===== src/rtl/hazard_scoreboard_if.sv =====
// ID-stage <-> hazard scoreboard bundle. STALL_CYCLES exists only when
// HAZARD_SCOREBOARD_STATS_EN is defined.
interface hazard_scoreboard_if #(
   parameter int LAT_W = 5
);
   logic             ID_ISSUE;
   logic [1:0]       ID_REG_TYPE;
   logic [4:0]       ID_ADDR1;
   logic [4:0]       ID_ADDR2;
   logic [4:0]       ID_ADDR3;
   logic             ID_WRITE_EN;
   logic             ID_F_WRITE_EN;
   logic [4:0]       ID_DEST_ADDR;
   logic [LAT_W-1:0] ID_LATENCY;
   logic             STALL;
   logic [3:0]       BUSY_COUNT;
`ifdef HAZARD_SCOREBOARD_STATS_EN
   logic [31:0]      STALL_CYCLES;

   modport master (
      output ID_ISSUE, ID_REG_TYPE, ID_ADDR1, ID_ADDR2, ID_ADDR3,
             ID_WRITE_EN, ID_F_WRITE_EN, ID_DEST_ADDR, ID_LATENCY,
      input  STALL, BUSY_COUNT, STALL_CYCLES
   );
   modport slave (
      input  ID_ISSUE, ID_REG_TYPE, ID_ADDR1, ID_ADDR2, ID_ADDR3,
             ID_WRITE_EN, ID_F_WRITE_EN, ID_DEST_ADDR, ID_LATENCY,
      output STALL, BUSY_COUNT, STALL_CYCLES
   );
`else
   modport master (
      output ID_ISSUE, ID_REG_TYPE, ID_ADDR1, ID_ADDR2, ID_ADDR3,
             ID_WRITE_EN, ID_F_WRITE_EN, ID_DEST_ADDR, ID_LATENCY,
      input  STALL, BUSY_COUNT
   );
   modport slave (
      input  ID_ISSUE, ID_REG_TYPE, ID_ADDR1, ID_ADDR2, ID_ADDR3,
             ID_WRITE_EN, ID_F_WRITE_EN, ID_DEST_ADDR, ID_LATENCY,
      output STALL, BUSY_COUNT
   );
`endif
endinterface


===== src/rtl/hazard_scoreboard.sv =====
// In-flight long-latency write tracker that stalls ID until all sources are forwardable.
// Optional HAZARD_SCOREBOARD_STATS_EN adds a saturating STALL_CYCLES counter.

module hazard_scoreboard_entry #(
   parameter int LAT_W = 5
) (
   input  logic             CLK,
   input  logic             RESET,
   input  logic             alloc,
   input  logic             alloc_float,
   input  logic [4:0]       alloc_addr,
   input  logic [LAT_W-1:0] alloc_lat,
   input  logic [1:0]       reg_type,
   input  logic [4:0]       addr1,
   input  logic [4:0]       addr2,
   input  logic [4:0]       addr3,
   output logic             valid,
   output logic             src_hit,
   output logic             waw_hit
);
   logic             is_float;
   logic [4:0]       addr;
   logic [LAT_W-1:0] remain;

   always_ff @(posedge CLK or posedge RESET) begin
      if (RESET) begin
         valid    <= 1'b0;
         is_float <= 1'b0;
         addr     <= '0;
         remain   <= '0;
      end else if (alloc) begin
         valid    <= 1'b1;
         is_float <= alloc_float;
         addr     <= alloc_addr;
         remain   <= alloc_lat;
      end else if (valid) begin
         remain <= remain - 1'b1;
         if (remain == LAT_W'(1)) valid <= 1'b0;
      end
   end

   // op2 is float for any non-zero type; op3 only exists for the 3-source float form
   assign src_hit = valid &&
                    ((addr == addr1 && is_float == reg_type[1]) ||
                     (addr == addr2 && is_float == (reg_type != 2'b00)) ||
                     (reg_type == 2'b11 && is_float && addr == addr3));

   assign waw_hit = valid && addr == alloc_addr && is_float == alloc_float;
endmodule

module hazard_scoreboard #(
   parameter int ENTRIES = 4,
   parameter int LAT_W   = 5
) (
   input  logic             CLK,
   input  logic             RESET,
   hazard_scoreboard_if.slave bus
);
   logic [ENTRIES-1:0] valid_v;
   logic [ENTRIES-1:0] src_v;
   logic [ENTRIES-1:0] waw_v;
   logic [ENTRIES-1:0] free_v;
   logic [ENTRIES-1:0] alloc_v;
   logic               alloc_req;
   logic               full;
   logic               stall;
   logic [3:0]         busy;

   // int x0 is never tracked; float f0 is an ordinary register
   assign alloc_req = bus.ID_ISSUE &&
                      (bus.ID_WRITE_EN || bus.ID_F_WRITE_EN) &&
                      (bus.ID_LATENCY != '0) &&
                      (bus.ID_F_WRITE_EN || bus.ID_DEST_ADDR != 5'd0);

   assign full   = &valid_v;
   assign free_v = ~valid_v;

   assign stall = !RESET && bus.ID_ISSUE &&
                  ((|src_v) || (alloc_req && ((|waw_v) || full)));

   // lowest-index free slot; a slot freeing this cycle still reads as busy
   assign alloc_v = (alloc_req && !stall) ? (free_v & (~free_v + 1'b1)) : '0;

   for (genvar i = 0; i < ENTRIES; i++) begin : g_entry
      hazard_scoreboard_entry #(.LAT_W(LAT_W)) u_entry (
         .CLK         (CLK),
         .RESET       (RESET),
         .alloc       (alloc_v[i]),
         .alloc_float (bus.ID_F_WRITE_EN),
         .alloc_addr  (bus.ID_DEST_ADDR),
         .alloc_lat   (bus.ID_LATENCY),
         .reg_type    (bus.ID_REG_TYPE),
         .addr1       (bus.ID_ADDR1),
         .addr2       (bus.ID_ADDR2),
         .addr3       (bus.ID_ADDR3),
         .valid       (valid_v[i]),
         .src_hit     (src_v[i]),
         .waw_hit     (waw_v[i])
      );
   end

   always_comb begin
      busy = '0;
      for (int i = 0; i < ENTRIES; i++) busy = busy + {3'b000, valid_v[i]};
   end

   assign bus.STALL      = stall;
   assign bus.BUSY_COUNT = busy;

`ifdef HAZARD_SCOREBOARD_STATS_EN
   logic [31:0] stall_cycles;

   always_ff @(posedge CLK or posedge RESET) begin
      if (RESET)                                 stall_cycles <= '0;
      else if (stall && stall_cycles != '1)      stall_cycles <= stall_cycles + 32'd1;
   end

   assign bus.STALL_CYCLES = stall_cycles;
`endif
endmodule


===== src/flat_wrapper.sv =====
// flat-port wrapper written by rule: the top's interface ports become plain ports
module hazard_scoreboard_flat 
#(
   parameter int ENTRIES = 4,
   parameter int LAT_W   = 5
)
  (CLK, RESET, bus_ID_ISSUE, bus_ID_REG_TYPE, bus_ID_ADDR1, bus_ID_ADDR2, bus_ID_ADDR3, bus_ID_WRITE_EN, bus_ID_F_WRITE_EN, bus_ID_DEST_ADDR, bus_ID_LATENCY, bus_STALL, bus_BUSY_COUNT);
  hazard_scoreboard_if #(.LAT_W(LAT_W)) bus_i ();
  input  logic CLK;
  input  logic RESET;
  input wire logic [$bits(bus_i.ID_ISSUE)-1:0] bus_ID_ISSUE;
  input wire logic [$bits(bus_i.ID_REG_TYPE)-1:0] bus_ID_REG_TYPE;
  input wire logic [$bits(bus_i.ID_ADDR1)-1:0] bus_ID_ADDR1;
  input wire logic [$bits(bus_i.ID_ADDR2)-1:0] bus_ID_ADDR2;
  input wire logic [$bits(bus_i.ID_ADDR3)-1:0] bus_ID_ADDR3;
  input wire logic [$bits(bus_i.ID_WRITE_EN)-1:0] bus_ID_WRITE_EN;
  input wire logic [$bits(bus_i.ID_F_WRITE_EN)-1:0] bus_ID_F_WRITE_EN;
  input wire logic [$bits(bus_i.ID_DEST_ADDR)-1:0] bus_ID_DEST_ADDR;
  input wire logic [$bits(bus_i.ID_LATENCY)-1:0] bus_ID_LATENCY;
  output wire logic [$bits(bus_i.STALL)-1:0] bus_STALL;
  output wire logic [$bits(bus_i.BUSY_COUNT)-1:0] bus_BUSY_COUNT;
  assign bus_i.ID_ISSUE = bus_ID_ISSUE;
  assign bus_i.ID_REG_TYPE = bus_ID_REG_TYPE;
  assign bus_i.ID_ADDR1 = bus_ID_ADDR1;
  assign bus_i.ID_ADDR2 = bus_ID_ADDR2;
  assign bus_i.ID_ADDR3 = bus_ID_ADDR3;
  assign bus_i.ID_WRITE_EN = bus_ID_WRITE_EN;
  assign bus_i.ID_F_WRITE_EN = bus_ID_F_WRITE_EN;
  assign bus_i.ID_DEST_ADDR = bus_ID_DEST_ADDR;
  assign bus_i.ID_LATENCY = bus_ID_LATENCY;
  assign bus_STALL = bus_i.STALL;
  assign bus_BUSY_COUNT = bus_i.BUSY_COUNT;
  hazard_scoreboard #(.ENTRIES(ENTRIES), .LAT_W(LAT_W)) u_core (.CLK(CLK), .RESET(RESET), .bus(bus_i));
endmodule

===== config.mk =====
export PLATFORM = sky130hd
export DESIGN_NAME = hazard_scoreboard_flat
export DESIGN_NICKNAME = d
export VERILOG_FILES = /design/src/rtl/hazard_scoreboard_if.sv /design/src/rtl/hazard_scoreboard.sv /design/src/flat_wrapper.sv
export SDC_FILE = /design/constraint.sdc
export NUM_CORES = 1
export LEC_CHECK = 0
export CAP_MARGIN = 20
export CORE_ASPECT_RATIO = 1.2
export CORE_MARGIN = 2
export CORE_UTILIZATION = 62
export DETAILED_ROUTE_END_ITERATION = 12
export PLACE_DENSITY = 0.94
export SETUP_SLACK_MARGIN = 0.2
export SYNTH_ARGS = -nofsm -noshare
export SYNTH_HDL_FRONTEND = slang
export SYNTH_SLANG_ARGS = --single-unit

===== constraint.sdc =====
create_clock -name CLK -period 4.8 [get_ports CLK]
set_clock_uncertainty 0.2 [all_clocks]
set_input_delay 0.96 -clock CLK [delete_from_list [all_inputs] [get_ports CLK]]
set_output_delay 0.96 -clock CLK [all_outputs]
set_load 0.03 [all_outputs]

== Word level (Yosys, flattened, before mapping) ==
Index checks and enable logic that the tools add are counted.
Storage, ports and cells
  output and inout bits: 5
  logic and storage cells: 140
  register bits after elaboration: 48
Cells by class
  bitwise logic cells: 3
  eq/ne operators: 33
  reduce and logical (&&, ||, !) cells: 59
  multiplexer cells: 21
  add/subtract/negate cells: 8
Operators by type and width (count)
  == test 5 bit: 16
  2-to-1 mux 5 bit: 8
  logical AND 1 bit: 35
  == test 5 x 1 -> 1 bit (second input constant): 4
  subtractor 5 x 1 -> 5 bit (second input constant): 4
  == test 1 bit: 12
  logical OR 1 bit: 12
  2-to-1 mux 1 bit: 12
  nonzero test 2 bit: 5
  nonzero test 5 bit: 2
  adder 4 x 1 -> 4 bit: 2
  inverter 4 bit: 2
  OR reduction 4 bit: 2
  adder 4 x 1 -> 4 bit (second input constant): 1
  AND 4 bit: 1
  2-to-1 mux 4 bit: 1
  AND reduction 4 bit: 1
  adder 1 x 1 -> 2 bit: 1
  == test 2 bit (second input constant): 1
  zero test 1 bit: 2

== Longest topological paths before layout ==
  depth after elaboration: 13
  gate-level depth with buffers: 11
  mapped depth without buffers: 8

== Modules after synthesis ==
From an unflattened synthesis, not the netlist that was laid out.
Unflattened totals
  cells, all modules: 374
  area, all modules: 3636.0 um^2
By module, submodules not included
  hazard_scoreboard_entry: area each 849.6 um^2, sequential area each 300.3 um^2, cells each 85, instances 4
  hazard_scoreboard: area each 237.7 um^2, sequential area each 0.0 um^2, cells each 34, instances 1

== Worst setup path after synthesis ==
OpenSTA, ideal clock, no wires.
  path kind: input port to output port
  start point: in RESET
  end point: out bus_STALL
  slack: 856 ps
  cell stages on the path: 3
  data required time: 3640 ps
  data arrival time: 2784 ps
  cell sequence: inv_1 -> nand2_1 -> a41oi_1
Between the ends
  cells in the longest elaborated chain, start to end: 3
RTL lines
  start: declaration: line flat_wrapper.sv:10  | input logic RESET;
  zero test 1 bit: line hazard_scoreboard.sv:78  | assign stall = !RESET && bus.ID_ISSUE &&
  logical AND 1 bit (2 in series): line hazard_scoreboard.sv:78
  end: declaration: line flat_wrapper.sv:20  | output wire logic [$bits(bus_i.STALL)-1:0] bus_STALL;
Every way passes these cells.

== Final worst setup path ==
  start point: in bus_ID_DEST_ADDR[0]
  end point: out bus_STALL
Between the ends
  cells in the longest elaborated chain, start to end: 8
RTL lines
  start: declaration: line flat_wrapper.sv:18  | input wire logic [$bits(bus_i.ID_DEST_ADDR)-1:0] bus_ID_DEST_ADDR;
  == test 5 bit: line hazard_scoreboard.sv:48  | assign waw_hit = valid && addr == alloc_addr && is_float == alloc_float;
  logical AND 1 bit (2 in series): line hazard_scoreboard.sv:48
  OR reduction 4 bit: line hazard_scoreboard.sv:79  | ((|src_v) || (alloc_req && ((|waw_v) || full)));
  logical OR 1 bit: line hazard_scoreboard.sv:79
  logical AND 1 bit *: line hazard_scoreboard.sv:79
  logical OR 1 bit *: line hazard_scoreboard.sv:79
  logical AND 1 bit *: line hazard_scoreboard.sv:78
Mark *: on every way between the ends. The rest lies on a longest branch, timed or not.

==> impl_results.md <==
* Die extent in y at 88.2 um
* Via-per-instance ratio at 6.11
* Root buffer cell: clkbuf_8
* R2R depth at 9
* Final wirelength at 9140 um
* Max Slew Vio Count at 0
* Most numerous cell in the Yosys netlist: xnor2_1
* R2R Path End: u_core.g_entry[2].u_entry.is_float$_DFFE_PP0P_
* P&R area growth vs syn at 12.1%
* Synth Flop Type: dfrtp_1
* Clock Pin Slew Worst Setup and Hold Paths at roughly 0.1 ns
* Gr ovfl total at 0
* Hold Crit Class: flop to flop
* Post-DR wirelength/cell at around 19 um
* Min Tclk post-route at 4.45 ns
* Worst skew pair latency at just over 0.3 ns
* RSZ-0062 raised after global routing: no
* Warning count from the yosys run at 0
* Maximum buffer depth of the clock tree at 2
* Initial DRC Count at roughly 340
* Final setup violation count at 0
* Max FO, Critical Path at 6
* Post-Syn Area per Cell at 9.63 um2
* First-pass GRT wire length at between 10000 and 15000 um
* Unique masters post-synth at 50
* HPWL Detailed at 7000 um
* Antenna violations before repair at 0
* PD cells at 626 mW/mm2
* Worst r2r src: u_core.g_entry[0].u_entry.valid$_DFF_PP0_
* Final hold vios at 0
* CTS Hold Buffers Added at 0
* IO Port Bufs at 35
* Setup TNS at 0 ns
* Final #Nets at about 440
* Syn_nets at 424
* GPL Wtd Cong at 1.03
* Mapped Area at 0.00366 mm2
* Share of layout cells above drive strength 1 at 0.144
* WP data arrival at 3.29 ns
* Largest net degree at the start of global routing at 49
* Placed cell areas at 0.00400 mm2
* Hold Crit Start: u_core.g_entry[1].u_entry.remain[4]$_DFFE_PP0P_
* CTS tree: yes
* Core area at 0.00567 mm2
* Antenna cell count at 0
* CTS resizes at 5
* Post-route setup slack at 0.345 ns
* Hold_ws at around 0.38 ns
* Hold EP: u_core.g_entry[1].u_entry.remain[4]$_DFFE_PP0P_
* Floorplan row count at 30
* DIE WIDTH at 74.1 um
* Setup WS pre-CTS at 0.0381 ns
* Max-cap violations at 0
* Final worst path period share at 0.928
* Vias at 2907
* Drt drc at 0
* Antenna viol nets, final at 0
* Final cell count without fillers at 476
* Vias in the first global route at about 3000
* Post-synth EDFFs at 0
* Total CTS buffers at 5
* Max transition margin at 0.598
* Clock Sink Count at 48
* Post-CTS Setup Repair Bufs at 0
* Outcome: completed
* DR pass1 iterations at 5
* Leak at 1.66 nW
* Most frequent cells after synthesis: xnor2_1, xor2_1, dfrtp_1
* Synthesized flop and latch total at 48
* Crit. End Element: output port
* Asr flop ratio synth at 1.00
* Synth Instances at 380
* Global Route Usage Sum at 0.303
* Worst slew pin tran at 0.603 ns
* Starting density of the core at 0.646
* Met3 Resource Use GR at 0.0460
* Worst setup SP type: input pin
* FMAX at 0.224 GHz
* Placed cells at 467
* GR Util met2 at 0.540
* Design area at between 0.004 and 0.005 mm2
* H-tree depth at 2
* Req. time, crit path at 3.64 ns
* Top cells by area, synth: dfrtp_1, xnor2_1, xor2_1, mux2_2, ha_1
* Die footprint at roughly 0.0065 mm2
* Grt peak-use layer: met2
* Reg-to-reg setup timing slack at 1.35 ns
* Worst hold path depth at 2
* Register area share after synthesis at 0.328
* Worst Setup Path Type: input pin to output port
* Peak supply drop at 0.330 mV
* Synth area leader: dfrtp_1
* GR Util met1 at 0.348
* Top cell type's share of synthesized area at 0.328
* Top Ports at 37
layout make-up:
cell class                 instances  area, um2
timing repair buffer              48        447
inverter                          21       78.8
clock buffer                       5       68.8
fill                             413       1570
sequential                        48       1200
clock inverter                     3       18.8
tap                               80        100
multi-input combinational        271       2190
sequential cells by signal, indices dropped and copies added, names as in the netlist:
signal                           count
u_core.g_entry.u_entry.valid         4
u_core.g_entry.u_entry.is_float      4
u_core.g_entry.u_entry.remain       20
u_core.g_entry.u_entry.addr         20
through the flow:
step | power [mW] | util
3_5_place_dp | 2.30 | 0.706
2_1_floorplan | 1.99 | -
3_3_place_gp | 2.23 | 0.706
5_1_grt | 2.75 | 0.724
4_1_cts | 2.56 | 0.722
6_report | 2.57 | 0.724
layout by cell type, fill, tap and decap left out, types with 6 or more instances in the layout:
master / instances
mux2i_1: 6
nor2_1: 10
clkdlybuf4s50_1: 31
xor2_1: 50
dfrtp_1: 48
o21ai_0: 8
nor4_1: 14
buf_4: 12
a21oi_1: 7
nand4_1: 14
inv_1: 19
nand2_1: 11
ha_1: 11
nor3_1: 13
xnor2_1: 53
mux2_2: 26
worst max path at each step:
stage | depth (start not counted) | from | slack (ns) | to
final | 8 | bus_ID_DEST_ADDR[0] | 0.35 | bus_STALL
after global routing | 8 | bus_ID_DEST_ADDR[1] | 0.24 | bus_STALL
after CTS | 8 | bus_ID_DEST_ADDR[0] | 0.39 | bus_STALL
after detailed placement | 8 | bus_ID_DEST_ADDR[4] | 0.04 | bus_STALL
after global placement | 8 | bus_ID_DEST_ADDR[3] | 0.12 | bus_STALL
after floorplan | 3 | RESET | 0.86 | bus_STALL
power breakdown:
part | internal (mW) | switching [mW] | leakage (nW) | total, mW
clock | 0.102 | 0.144 | 0.0479 | 0.246
combinational | 0.698 | 0.623 | 1.05 | 1.32
sequential | 0.611 | 0.391 | 0.559 | 1.00
total | 1.41 | 1.16 | 1.66 | 2.57
critical path, cell delays in order:
cell and delay (ns):
clkdlybuf4s50_1 0.66, xnor2_1 0.20, nand4_1 0.16, nor4_2 0.32, a2111oi_2 0.11, nand2b_1 0.18, a41oi_1 0.27, dlygate4sd2_1 0.43
layer usage:
| metal | routed length (um) | up-vias |
|---|---|---|
| met1 | 3380 | 1405 |
| met5 | 0 | - |
| met4 | 492 | 0 |
| met3 | 538 | 49 |
| li1 | - | 1311 |
| met2 | 4730 | 142 |
kinds of logic (layout without fill, tap and decap cells):
| family | Yosys count | count (layout) | synth area share |
|---|---|---|---|
| xor+xnor | 103 | 103 | 0.246 |
| simple gates | 89 | 89 | 0.141 |
| buf+inv | 61 | 77 | 0.0756 |
| flops | 48 | 48 | 0.328 |
| compound gates | 33 | 33 | 0.0650 |
| mux | 33 | 33 | 0.0995 |
| fa+ha+maj | 12 | 12 | 0.0431 |
| other cells | 1 | 1 | 0.00102 |
Power figures use the tool's default switching activity.
